==> config.mk <==
export PLATFORM = sky130hd
export DESIGN_NAME = avr_tx_arbiter
export DESIGN_NICKNAME = d
export VERILOG_FILES = /design/src/rtl/avr_tx_arbiter_pkg.sv /design/src/rtl/avr_tx_arbiter_rr_pick.sv /design/src/rtl/avr_tx_arbiter.sv
export SDC_FILE = /design/constraint.sdc
export NUM_CORES = 1
export LEC_CHECK = 0
export BUFFER_PORTS_ARGS = -buffer_cell sky130_fd_sc_hd__buf_2
export CAP_MARGIN = 20
export CORE_ASPECT_RATIO = 1.5
export CORE_UTILIZATION = 57
export CTS_BUF_LIST = sky130_fd_sc_hd__clkbuf_4 sky130_fd_sc_hd__clkbuf_8
export DETAILED_ROUTE_END_ITERATION = 12
export PLACE_DENSITY = 0.95
export SETUP_SLACK_MARGIN = 0.5
export SYNTH_ARGS = -nofsm -noshare
export SYNTH_HDL_FRONTEND = slang
export SYNTH_SLANG_ARGS = --single-unit
==> constraint.sdc <==
create_clock -name clk -period 5 [get_ports clk]
set_input_delay 0.5 -clock clk [delete_from_list [all_inputs] [get_ports clk]]
set_output_delay 0.5 -clock clk [all_outputs]
set_load 0.01 [all_outputs]
==> src/rtl/avr_tx_arbiter_pkg.sv <==
// rtl/avr_tx_arbiter_pkg.sv - shared state encoding and width helper for the AVR tx arbiter
package avr_tx_arbiter_pkg;

  typedef enum logic [1:0] {
    ST_IDLE,
    ST_SEND,
    ST_SETTLE,
    ST_WAIT
  } arb_state_t;

  function automatic int owner_w(input int n);
    return (n > 1) ? $clog2(n) : 1;
  endfunction

endpackage

==> src/rtl/avr_tx_arbiter_rr_pick.sv <==
// rtl/avr_tx_arbiter_rr_pick.sv - round-robin priority encoder: first valid at or above ptr, with wrap
module avr_tx_arbiter_rr_pick
  import avr_tx_arbiter_pkg::*;
#(
  parameter int N = 4,
  parameter int W = owner_w(N)
) (
  input  logic [N-1:0] valid,
  input  logic [W-1:0] ptr,
  output logic [W-1:0] idx,
  output logic         found
);

  logic [W-1:0] cand;

  always_comb begin
    idx   = '0;
    found = 1'b0;
    cand  = ptr;
    for (int k = 0; k < N; k++) begin
      if (!found && valid[cand]) begin
        idx   = cand;
        found = 1'b1;
      end
      cand = (cand == W'(N - 1)) ? '0 : cand + W'(1);
    end
  end

endmodule

==> src/rtl/avr_tx_arbiter.sv <==
// rtl/avr_tx_arbiter.sv - frame-locking round-robin arbiter for the serial byte channel toward the AVR
module avr_tx_arbiter
  import avr_tx_arbiter_pkg::*;
#(
  parameter int  NUM_REQ   = 4,
  parameter int  STALL_MAX = 1024,
  localparam int OWNER_W   = owner_w(NUM_REQ)
) (
  input  logic                   clk,
  input  logic                   rst,
  input  logic [NUM_REQ-1:0]     in_valid,
  input  logic [8*NUM_REQ-1:0]   in_data,
  input  logic [NUM_REQ-1:0]     in_last,
  output logic [NUM_REQ-1:0]     in_ready,
  output logic [7:0]             tx_data,
  output logic                   tx_new_data,
  input  logic                   tx_busy,
  input  logic                   tx_block,
  output logic [OWNER_W-1:0]     owner,
  output logic                   active,
  output logic                   stall_drop
);

  localparam int CNT_W = $clog2(STALL_MAX);
  localparam logic [CNT_W-1:0] STALL_LAST = CNT_W'(STALL_MAX - 1);

  arb_state_t         state_q, state_d;
  logic [OWNER_W-1:0] owner_q, owner_d;
  logic [OWNER_W-1:0] rr_ptr_q, rr_ptr_d;
  logic [CNT_W-1:0]   stall_cnt_q, stall_cnt_d;
  logic               last_q, last_d;
  logic [7:0]         tx_data_q, tx_data_d;
  logic               tx_new_data_q, tx_new_data_d;
  logic               stall_drop_q, stall_drop_d;

  logic [OWNER_W-1:0] pick_idx;
  logic               pick_found;
  logic [OWNER_W-1:0] next_ptr;

  avr_tx_arbiter_rr_pick #(
    .N (NUM_REQ),
    .W (OWNER_W)
  ) u_rr_pick (
    .valid (in_valid),
    .ptr   (rr_ptr_q),
    .idx   (pick_idx),
    .found (pick_found)
  );

  always_comb begin
    next_ptr      = (owner_q == OWNER_W'(NUM_REQ - 1)) ? '0 : owner_q + OWNER_W'(1);
    state_d       = state_q;
    owner_d       = owner_q;
    rr_ptr_d      = rr_ptr_q;
    stall_cnt_d   = stall_cnt_q;
    last_d        = last_q;
    tx_data_d     = tx_data_q;
    tx_new_data_d = 1'b0;
    stall_drop_d  = 1'b0;
    in_ready      = '0;
    unique case (state_q)
      ST_IDLE: begin
        if (pick_found) begin
          owner_d     = pick_idx;
          stall_cnt_d = '0;
          state_d     = ST_SEND;
        end
      end
      ST_SEND: begin
        if (in_valid[owner_q]) begin
          // Flow-control waits hold the counter: only an idle owner is a stall.
          if (!tx_busy && !tx_block) begin
            in_ready[owner_q] = 1'b1;
            tx_data_d         = in_data[{owner_q, 3'b000} +: 8];
            tx_new_data_d     = 1'b1;
            last_d            = in_last[owner_q];
            stall_cnt_d       = '0;
            state_d           = ST_SETTLE;
          end
        end else if (stall_cnt_q == STALL_LAST) begin
          stall_drop_d = 1'b1;
          rr_ptr_d     = next_ptr;
          stall_cnt_d  = '0;
          state_d      = ST_IDLE;
        end else begin
          stall_cnt_d = stall_cnt_q + CNT_W'(1);
        end
      end
      // One dead cycle so WAIT never sees tx_busy before the transmitter raises it.
      ST_SETTLE: state_d = ST_WAIT;
      ST_WAIT: begin
        if (!tx_busy) begin
          if (last_q) begin
            rr_ptr_d = next_ptr;
            state_d  = ST_IDLE;
          end else begin
            state_d = ST_SEND;
          end
        end
      end
      default: state_d = ST_IDLE;
    endcase
  end

  always_ff @(posedge clk) begin
    if (rst) begin
      state_q       <= ST_IDLE;
      owner_q       <= '0;
      rr_ptr_q      <= '0;
      stall_cnt_q   <= '0;
      last_q        <= 1'b0;
      tx_data_q     <= 8'h00;
      tx_new_data_q <= 1'b0;
      stall_drop_q  <= 1'b0;
    end else begin
      state_q       <= state_d;
      owner_q       <= owner_d;
      rr_ptr_q      <= rr_ptr_d;
      stall_cnt_q   <= stall_cnt_d;
      last_q        <= last_d;
      tx_data_q     <= tx_data_d;
      tx_new_data_q <= tx_new_data_d;
      stall_drop_q  <= stall_drop_d;
    end
  end

  assign tx_data     = tx_data_q;
  assign tx_new_data = tx_new_data_q;
  assign owner       = owner_q;
  assign active      = (state_q != ST_IDLE);
  assign stall_drop  = stall_drop_q;

endmodule
==> impl_summary.log <==
INFO  metric hold_end = tx_data[1]
INFO  metric final_design_area_no_fill = roughly 0.0022 mm2
INFO  metric firstDrtPassIters = 4
INFO  metric wire_per_inst = about 15 um
INFO  metric ioPinCount = 61
INFO  metric rows = 25
INFO  metric place.detailed.hpwl = 3456 um
INFO  metric power_density = roughly 210 mW/mm2
INFO  metric tns = 0 ns
INFO  metric placement.io_buffers = 60
INFO  metric p_leak = ~0.86 nW
INFO  metric dr.first_iter.drc_count = 79
INFO  metric preCtsSetupSlack = 1.920 ns
INFO  metric post-route-drc-count = 0
INFO  metric placeableCoreArea = ~0.0032 mm2
INFO  metric worst-path-max-fanout = 16
INFO  metric outcome = finished, final reports clean
INFO  metric resized_gates_after_cts = 0
INFO  metric hold_path_class = reg2reg
INFO  metric gp_congestion = approximately 0.80
INFO  metric timing.clock.skew = 0.004597 ns
INFO  metric grt.total_usage = 25.83%
INFO  metric die_width = ~50 um
INFO  metric start_util = ~60%
INFO  metric clock_tree.htree_level_count = 1
INFO  metric cts_made_buffers = 3
INFO  metric timing.reg2reg.setup_slack = 1.88 ns
INFO  metric die_height = around 72 um
INFO  metric layout_min_cycle_time = 3.122 ns
INFO  metric critPathCaptureType = flop
INFO  metric cts_setup_buffers = 0
INFO  metric number_of_inserted_diodes = 0
INFO  metric clk_latency = 0.27 ns
INFO  metric post_synth_inst_count = 222
INFO  metric finalCoreUtilization = about 70%
INFO  metric cts_tree = done
INFO  metric post-route-worst-setup-slack = about 1.9 ns
INFO  metric yosys.cell_types.count = 43
INFO  metric synthArstFlopShare = 0%
INFO  metric slew_headroom = between 40 and 50%
INFO  metric clock-root-buffer = clkbuf_8
INFO  metric synth_fp_nets = roughly 270
INFO  metric overflow = 0
INFO  metric min-delay-start = tx_data[1]
INFO  metric die-area = about 0.0035 mm2
INFO  metric finalSetupViolations = 0
INFO  metric slew_at_the_pin_with_the_worst_max_slew_slack = 0.8085 ns
INFO  metric initial_antenna_violation_count = 0
INFO  metric synth_seq_area_share = 28.70%
INFO  metric maximum_number_of_pins_on_one_net_before_global_route_repair = 34
INFO  metric netlist.top_cell.by_area = dfxtp_1
INFO  metric fin_crit_sh = between 60% and 70%
INFO  metric max_freq = ~0.32 GHz
INFO  metric worstHoldPathCells = 2
INFO  metric post-synth-top-area-fraction = about 29%
INFO  metric synth.cell_area = around 0.0019 mm2
INFO  metric arrival = about 3.3 ns
INFO  metric grt_pass1_wl = just over 7000 um
INFO  metric synth_commonest_cells = nand2_1, dfxtp_1, a21oi_1, nor2_1, mux4_2
INFO  metric worst_ir_drop_vdd = roughly 0.15 mV
INFO  metric flop_and_latch_count_out_of_synthesis = 27
INFO  metric syn_to_final_growth = 17.67%
INFO  metric number_of_global_route_vias_before_repair = 1695
INFO  metric worst-setup-path-type = reg2reg
INFO  metric rsz0062_at_grt = no
INFO  metric final-max-slew-violation-count = 0
INFO  metric post_dp_cell_area = between 0.002 and 0.0025 mm2
INFO  metric synth_ff_type = dfxtp_1
INFO  metric finalHoldViolations = 0
INFO  metric syn_avg_cell_area = roughly 8.5 um2
INFO  metric synth.most_common_cell = nand2_1
INFO  metric synth-edff-count = 0
INFO  metric wirelength = ~4600 um
INFO  metric routed_via_density = 6.006
INFO  metric reg2reg_depth = 5
INFO  metric layout-drive-gt1-share = 30.63%
INFO  metric crit-reg2reg-capture = stall_cnt_q[7]
INFO  metric regToRegStartpoint = owner[0]
INFO  metric cts_hold_buffers = 0
INFO  metric clkSlewWorstSetupHoldPaths = ~0.090 ns
INFO  metric post_synth_main_area_contributors = dfxtp_1, mux4_2, a21oi_1, nand2_1, ha_1
INFO  metric layout.nets = 322
INFO  metric antenna_viol_nets_final = 0
INFO  metric synthesis.yosys.warnings = 0
INFO  metric timing.critical_path.required = around 5.2 ns
INFO  metric number_of_vias_in_the_routed_layout = 1868
INFO  metric totalPowerFinal = roughly 0.45 mW
INFO  metric clkSinkCount = 27
INFO  metric start_kind = flop
INFO  metric max_cap_violation_count = 0
INFO  metric cts.path.max_buffers = 2
how the worst max path moves through the flow:
| stage | from | endpoint | slack [ns] | cells after the start |
|---|---|---|---|---|
| floorplan | rr_ptr_q[0] | stall_cnt_q[3] | 2.71 | 7 |
| global placement | owner[0] | stall_cnt_q[7] | 1.97 | 5 |
| detailed placement | owner[0] | stall_cnt_q[7] | 1.92 | 5 |
| CTS | owner[0] | stall_cnt_q[7] | 1.89 | 5 |
| global route | owner[0] | stall_cnt_q[7] | 1.66 | 5 |
| finish | owner[0] | stall_cnt_q[7] | 1.88 | 5 |
per-layer routing:
| layer | vias up | global-route usage [%] | part of all wire [%] |
|---|---|---|---|
| met4 | 0 | 10.78 | 1.8 |
| met2 | 70 | 47.22 | 53 |
| met3 | 8 | 2.725 | 4.9 |
| met5 | - | 0 | 0 |
| li1 | 916 | - | - |
| met1 | 874 | 30.42 | 40 |
registers in the layout, indices dropped and copies added, names as in the netlist, named ones only:
register     flops
stall_cnt_q     10
tx_data          8
owner            2
rr_ptr_q         2
last_q           1
stall_drop       1
state_q          1
tx_new_data      1
per-stage QoR:
stage	hold WS, ns	cells
2_1_floorplan	0.4495	222
3_3_place_gp	0.4408	307
3_5_place_dp	0.4468	307
4_1_cts	0.4599	311
5_1_grt	0.4695	311
6_report	0.4560	311
layout by cell type, fill, tap and decap left out, types with 2 or more instances in the layout:
cell	count
buf_2	60
clkbuf_8	3
a22o_1	4
nand3b_1	2
dfxtp_1	27
o21ai_0	7
a22oi_1	3
a211oi_1	3
o22ai_1	2
a221oi_1	2
nor2b_1	3
inv_1	9
nor3_1	6
nor3b_1	3
a311oi_1	7
mux4_2	11
o21a_1	4
mux2_2	3
nand2b_1	7
mux2i_1	3
a21oi_1	24
a41oi_1	2
and2_1	5
nand3_1	4
nor2_1	15
ha_1	6
nand2_1	31
layout make-up:
cell class / count / area [um2]
well taps: 40 / 50.05
inverters: 9 / 33.78
repair buffers: 61 / 307.8
flip-flops and latches: 27 / 540.5
clock buffers: 3 / 41.29
fillers: 243 / 943.4
clock inverters: 1 / 7.507
multi-input cells: 170 / 1235
power by group:
part | internal (mW) | switching, mW | total (mW)
logic | 0.0513 | 0.0485 | 0.0998
clock network | 0.0564 | 0.0655 | 0.122
registers | 0.221 | 0.0122 | 0.233
cells by family after synthesis:
kind of cell / Yosys count / share of synthesized area [%]
compound gates: 63 / 22.46
simple gates: 83 / 22.13
fa+ha+maj: 6 / 3.987
mux: 17 / 16.54
xor+xnor: 1 / 0.4652
flops: 27 / 28.70
buf+inv: 25 / 5.715
worst max-delay path, stage by stage (launching register included):
cell	delay, ns
dfxtp_1	0.86
mux4_2	0.66
or3_4	0.37
a31oi_1	0.61
or2b_1	0.28
a311oi_1	0.25
Power figures use the tool's default switching activity.
